--- config.mk ---
export PLATFORM = sky130hd
export DESIGN_NAME = spi_tx_serializer
export DESIGN_NICKNAME = d
export VERILOG_FILES = /design/src/rtl/spi_tx_serializer.sv
export SDC_FILE = /design/constraint.sdc
export NUM_CORES = 1
export LEC_CHECK = 0
export ABC_AREA = 1
export BUFFER_PORTS_ARGS = -buffer_cell sky130_fd_sc_hd__buf_2
export CAP_MARGIN = 20
export CORE_MARGIN = 5
export CORE_UTILIZATION = 47
export CTS_BUF_LIST = sky130_fd_sc_hd__clkbuf_16
export CTS_CLUSTER_SIZE = 28
export DETAILED_ROUTE_END_ITERATION = 10
export PLACE_DENSITY_LB_ADDON = 0.08
export SLEW_MARGIN = 40
export SYNTH_ARGS = -nofsm -noshare
export SYNTH_HDL_FRONTEND = slang
export SYNTH_SLANG_ARGS = --single-unit
export TNS_END_PERCENT = 100
--- constraint.sdc ---
create_clock -name clk -period 4 [get_ports clk]
set_clock_uncertainty 0.05 [all_clocks]
set_input_delay 0.8 -clock clk [delete_from_list [all_inputs] [get_ports clk]]
set_output_delay 0.8 -clock clk [all_outputs]
set_load 0.02 [all_outputs]
--- src/rtl/spi_tx_serializer.sv ---
// SPI transmit serializer: one-deep pending buffer feeding a shifter that drives
// a framed serial line (en_out), a divided serial clock (clk_out) and data (out).
module spi_tx_serializer #(
  parameter int DATA_W    = 8,
  parameter int CLK_DIV   = 2,
  parameter int MSB_FIRST = 0,
  parameter int CPOL      = 0,
  parameter int GAP       = 1
) (
  input  logic              clk,
  input  logic              rst,
  input  logic [DATA_W-1:0] in_data,
  input  logic              in_valid,
  output logic              in_ready,
  output logic              out,
  output logic              en_out,
  output logic              clk_out,
  output logic              busy,
  output logic              done,
  output logic [1:0]        dbg_state
);

  localparam int BW = (DATA_W > 1) ? $clog2(DATA_W) : 1;
  localparam int DW = (CLK_DIV > 1) ? $clog2(CLK_DIV) : 1;
  localparam int GW = (GAP > 1) ? $clog2(GAP) : 1;

  localparam logic [BW-1:0] BIT_LAST = BW'(DATA_W - 1);
  localparam logic [DW-1:0] DIV_LAST = DW'(CLK_DIV - 1);
  localparam logic [GW-1:0] GAP_LAST = GW'(GAP - 1);
  localparam logic          CPOL_L   = (CPOL != 0);

  localparam logic [1:0] S_IDLE  = 2'd0;
  localparam logic [1:0] S_SHIFT = 2'd1;
  localparam logic [1:0] S_GAP   = 2'd2;

  logic [1:0]        r_state;
  logic [DATA_W-1:0] r_pend_data;
  logic              r_pend_valid;
  logic [DATA_W-1:0] r_shift;
  logic [BW-1:0]     r_bit_cnt;
  logic [DW-1:0]     r_div_cnt;
  logic              r_half;
  logic [GW-1:0]     r_gap_cnt;
  logic              r_clk_out;
  logic              r_done;

  logic [1:0]        w_state_nxt;
  logic              w_accept;
  logic              w_load;
  logic              w_div_wrap;
  logic              w_bit_last;
  logic              w_gap_last;
  logic              w_frame_end;
  logic              w_cur_bit;
  logic [DATA_W-1:0] w_shift_nxt;

  // Handshake: a word transfers on a rising edge where in_valid && in_ready;
  // in_ready depends only on the pending register and rst, never on in_valid.
  assign in_ready   = !r_pend_valid && !rst;
  assign w_accept   = in_valid && in_ready;

  assign w_div_wrap  = (r_div_cnt == DIV_LAST);
  assign w_bit_last  = (r_bit_cnt == BIT_LAST);
  assign w_gap_last  = (r_gap_cnt == GAP_LAST);
  assign w_load      = r_pend_valid &&
                       ((r_state == S_IDLE) || ((r_state == S_GAP) && w_gap_last));
  assign w_frame_end = (r_state == S_SHIFT) && w_div_wrap && r_half && w_bit_last;

  always_comb begin
    w_cur_bit   = r_shift[0];
    w_shift_nxt = {1'b0, r_shift[DATA_W-1:1]};
    if (MSB_FIRST != 0) begin
      w_cur_bit   = r_shift[DATA_W-1];
      w_shift_nxt = {r_shift[DATA_W-2:0], 1'b0};
    end
  end

  always_comb begin
    w_state_nxt = r_state;
    case (r_state)
      S_IDLE:  if (r_pend_valid) w_state_nxt = S_SHIFT;
      S_SHIFT: if (w_frame_end) w_state_nxt = S_GAP;
      S_GAP:   if (w_gap_last) w_state_nxt = r_pend_valid ? S_SHIFT : S_IDLE;
      default: w_state_nxt = S_IDLE;
    endcase
  end

  always_ff @(posedge clk) begin
    if (rst) r_state <= S_IDLE;
    else     r_state <= w_state_nxt;
  end

  // Accept and load are mutually exclusive: accept needs the buffer empty, load needs it full.
  always_ff @(posedge clk) begin
    if (rst) begin
      r_pend_valid <= 1'b0;
      r_pend_data  <= '0;
    end else if (w_accept) begin
      r_pend_valid <= 1'b1;
      r_pend_data  <= in_data;
    end else if (w_load) begin
      r_pend_valid <= 1'b0;
    end
  end

  always_ff @(posedge clk) begin
    if (rst) begin
      r_shift   <= '0;
      r_bit_cnt <= '0;
      r_div_cnt <= '0;
      r_half    <= 1'b0;
    end else if (w_load) begin
      r_shift   <= r_pend_data;
      r_bit_cnt <= '0;
      r_div_cnt <= '0;
      r_half    <= 1'b0;
    end else if (r_state == S_SHIFT) begin
      if (w_div_wrap) begin
        r_div_cnt <= '0;
        r_half    <= !r_half;
        if (r_half && !w_bit_last) begin
          r_bit_cnt <= r_bit_cnt + 1'b1;
          r_shift   <= w_shift_nxt;
        end
      end else begin
        r_div_cnt <= r_div_cnt + 1'b1;
      end
    end
  end

  // clk_out leaves CPOL at mid-bit and returns at bit end, so data is stable on the mid-bit edge.
  always_ff @(posedge clk) begin
    if (rst)                                   r_clk_out <= CPOL_L;
    else if ((r_state == S_SHIFT) && w_div_wrap) r_clk_out <= r_half ? CPOL_L : !CPOL_L;
  end

  always_ff @(posedge clk) begin
    if (rst || (r_state != S_GAP)) r_gap_cnt <= '0;
    else if (!w_gap_last)          r_gap_cnt <= r_gap_cnt + 1'b1;
  end

  always_ff @(posedge clk) begin
    if (rst) r_done <= 1'b0;
    else     r_done <= w_frame_end;
  end

  assign out       = (r_state == S_SHIFT) && w_cur_bit;
  assign en_out    = (r_state == S_SHIFT);
  assign clk_out   = r_clk_out;
  assign busy      = (r_state != S_IDLE) || r_pend_valid;
  assign done      = r_done;
  assign dbg_state = r_state;

endmodule

# Yosys cells after proc, flatten, opt, wreduce, memory -nomap -nowiden

Index checks and enable logic that the tools add are counted.

Output and inout port bits: 8
Input bits: 11
Flip-flop bits (word level): 27

Bitwise gates (word level): 1
Mux-type cells: 13
Equality and inequality tests: 7
$add $sub $neg: 3
Reductions and logical operators: 28

Operators by type and width:

| kind                                                  | count |
|---|---|
| 2-to-1 mux 8 bit                                      | 4 |
| nonzero test 2 bit                                    | 5 |
| logical AND 1 bit                                     | 9 |
| AND reduction 3 bit                                   | 3 |
| 2-to-1 mux 2 bit                                      | 3 |
| inequality test 2 bit, second input constant          | 3 |
| case mux 2 bit (3 select lines)                       | 1 |
| 2-to-1 mux 1 bit                                      | 5 |
| zero test 1 bit                                       | 4 |
| OR reduction 2 bit                                    | 2 |
| adder 3 x 1 -> 3 bit, second input constant           | 1 |
| equality test 3 bit, second input constant            | 1 |
| logical OR 1 bit                                      | 3 |
| adder 1 bit, second input constant                    | 2 |
| equality test 2 x 1 -> 1 bit, second input constant   | 1 |
| equality test 2 bit, second input constant            | 1 |
| zero test 2 bit                                       | 1 |
| inequality test 2 x 1 -> 1 bit, second input constant | 1 |
| AND reduction 2 bit                                   | 1 |
| NOT 1 bit                                             | 1 |

# Longest topological paths before layout

Depth after elaboration: 7
Mapped depth: 9
Depth with buffers taken out: 9

# Worst setup path before layout

OpenSTA, ideal clock, no wires.

Path kind: input to output
Start: in rst
End: out in_ready
Stages: 2
Path buffers: 1
Arrival: 1289 ps
Data required time: 3150 ps
Setup slack: 1861 ps
Cell sequence: clkbuf_1 -> nor2_1

Cells in the longest elaborated chain, start to end: 2

Ends and longest elaborated chain:

| element            | RTL line | text |
|---|---|---|
| start: declaration | 11       | `input logic rst,` |
| zero test 1 bit    | 59       | `assign in_ready = !r_pend_valid && !rst;` |
| logical AND 1 bit  | 59       |  |
| end: declaration   | 14       | `output logic in_ready,` |

Every way passes these cells.

# Final worst setup path

Same ends and word-level chain as after synthesis.

==> results.cfg <==
[status]
status = finished clean

[placement]
gp_congestion = 0.794
dp.cells = 198
dp_slack_ns = 1.80
portBuffers = 18
hpwl_um = 1740

[synthesis]
syn_area_um2 = 1230
yosysSeqAreaShare = 0.440
yosys.area.top_type = dfxtp_1
syn_inst = 155
synth_area_per_cell_um2 = 7.92
yosysUniqueCellTypes = 28
synth.ff_latch_count = 27
ys_warn_count = 0
synth.top_cell.area_share = 0.440
synth_area_leaders = dfxtp_1 44%, nand2_1 13%, o21ai_0 4.9%
syn-num-nets = 168

[clocking]
cts_max_path_buffers = 2
clock_sinks = 27
htree_levels = 1
insertion_delay_ns = 0.26
cts_tree = built
post_cts_resized = 0
clk_pin_slew_ns = 0.06
numCtsBuffers = 3
cts_root_buffer = clkbuf_16
holdBufCountCts = 0
postCtsSetupBuffers = 0

[drt]
wl_met1_um = 1090
wl_met3_um = 110
firstDrtPassIters = 4
vias = 1011
dr_wl_met2_um = 1090
vias_per_cell = 5.00
dr.max_layer_used = met4
drc = 0
drtIter0Drc = 30
wire_per_inst_um = 11.4
drt-total-wl_um = 2310
drtAntennaViolNets = 0

[worst_hold_path]
hold-path-cell-count = 2
worstHoldPathType = reg -> reg
whs_endpoint = clk_out
hp-start = clk_out

[finish]
seqCellArea_um2 = 541
area_delta_synth_final_pct = 13.0
instances_no_fill = 202
nets = 186
drive_gt1_frac = 0.203
diodes = 0
multi_input_area_um2 = 596
n_fill_cell = 253

[critical_path]
reg2reg_from = r_bit_cnt[0]
r2r_cells = 8
cp.required_ns = 3.15
regToRegEndpoint = r_shift[0]
crit_fanout = 14
cp.arrival_ns = 1.35
crit_path_start_kind = input port
crit_path_end_kind = primary output
rrSetupSlack_ns = 2.41
setup.worst_path.class = in -> out

[die]
core_area_um2 = 2480
die_height_um = 61.1
start_util = 0.495
num_rows = 18
dieArea_um2 = 3730
die_w_um = 61.1
io_pins = 19

[global_route]
grt_remaining_overflow = 0
grt_pass1_wl_um = 4060
antenna_found_initial = 0
grt_pass1_vias = 945
grt_usage = 0.144
grt_max_degree = 17

[power_and_ir_drop]
p_per_area_nw_per_um2 = 413
peakVddDrop_v = 0.000397
finalPower_mw = 0.573
p_leak_nw = 0.596

[timing]
setup_viol = 0
fin_ws_ns = 1.80
post-route-period-util = 0.550
maxSlewViolCount = 0
timing.fmax_ghz = 0.454
holdWs_ns = 0.408
max_slew_margin = 0.654
setup_tns_ns = 0
rsz0062_at_grt = false
worstMarginPinSlew_ns = 0.519
finalCriticalPeriod_ns = 2.20
hold_viol = 0

[flow_run]
cap_violations = 0
==> state kept, by name, summed over array words and instances (netlist names) <==
| register | cells |
|---|---|
| clk_out | 1 |
| dbg_state | 2 |
| done | 1 |
| r_bit_cnt | 3 |
| r_div_cnt | 1 |
| r_gap_cnt | 1 |
| r_half | 1 |
| r_pend_data | 8 |
| r_pend_valid | 1 |
| r_shift | 8 |
==> kinds of logic after synthesis <==
logic type	share of synthesized area
DFF	0.440
and+or+nand+nor	0.337
adders and majority gates	0.0204
buffers and inverters	0.0744
AOI/OAI and AO/OA	0.124
other	0.00306
==> layout by cell type (no fill, tap or decap), drive strengths merged <==
cell type	count
nand3	11
nand4	6
inv	12
conb	1
nand2	47
buf	18
o21ai	14
clkinv	1
ha	2
nor2	15
a211oi	1
clkbuf	3
nor3	2
a21oi	12
dfxtp	27
==> worst max-delay path by stage <==
stage | from | end | slack (ns)
final | rst | in_ready | 1.80
after global routing | rst | in_ready | 1.76
after CTS | rst | in_ready | 1.80
after detailed placement | rst | in_ready | 1.80
after global placement | rst | in_ready | 1.81
after floorplan | rst | in_ready | 1.86
==> per-stage QoR <==
step,instance area [um^2],utilization
after global placement,1310,0.528
after floorplan,1230,-
after detailed placement,1310,0.528
final,1390,0.560
after CTS,1390,0.560
after global routing,1390,0.560
==> report_power, final <==
part	switching [mW]	total, mW	internal [mW]
clock	0.0845	0.218	0.134
sequential	0.0109	0.292	0.281
combinational	0.0414	0.0630	0.0216
==> final cells by class <==
type                    instances  share of cell area
clock buffers                   3              0.0541
clock inverters                 1             0.00271
inverters                      12              0.0325
multi-input cells             111               0.429
flip-flops and latches         27               0.390
well taps                      30              0.0271
repair buffers                 18              0.0649
==> critical path, stage by stage <==
cell    delay, ns
buf_2        0.29
nor2_1       0.07
buf_2        0.18
==> layer usage <==
metal,vias to the layer above,GRT usage
met5,-,0
met4,0,0.0341
met3,2,0.0440
met2,15,0.237
met1,454,0.185
li1,540,-
==> Yosys cell counts <==
cell type and instances:
nand2_1 43, dfxtp_1 27, nor2_1 12, o21ai_0 12, a21oi_1 11, inv_1 10, nand3_1 8, nand4_1 6
buf_6 2, ha_1 2, nand2_2 2, nand2_4 2, nand3_4 2, nor2_4 2, a211oi_1 1, a21oi_2 1
buf_2 1, buf_8 1, clkbuf_1 1, clkinv_1 1, conb_1 1, inv_2 1, nand3_2 1, nor2_2 1
nor3_1 1, nor3_4 1, o21ai_1 1, o21ai_4 1
Note: power is estimated with default switching activity, not from simulation.
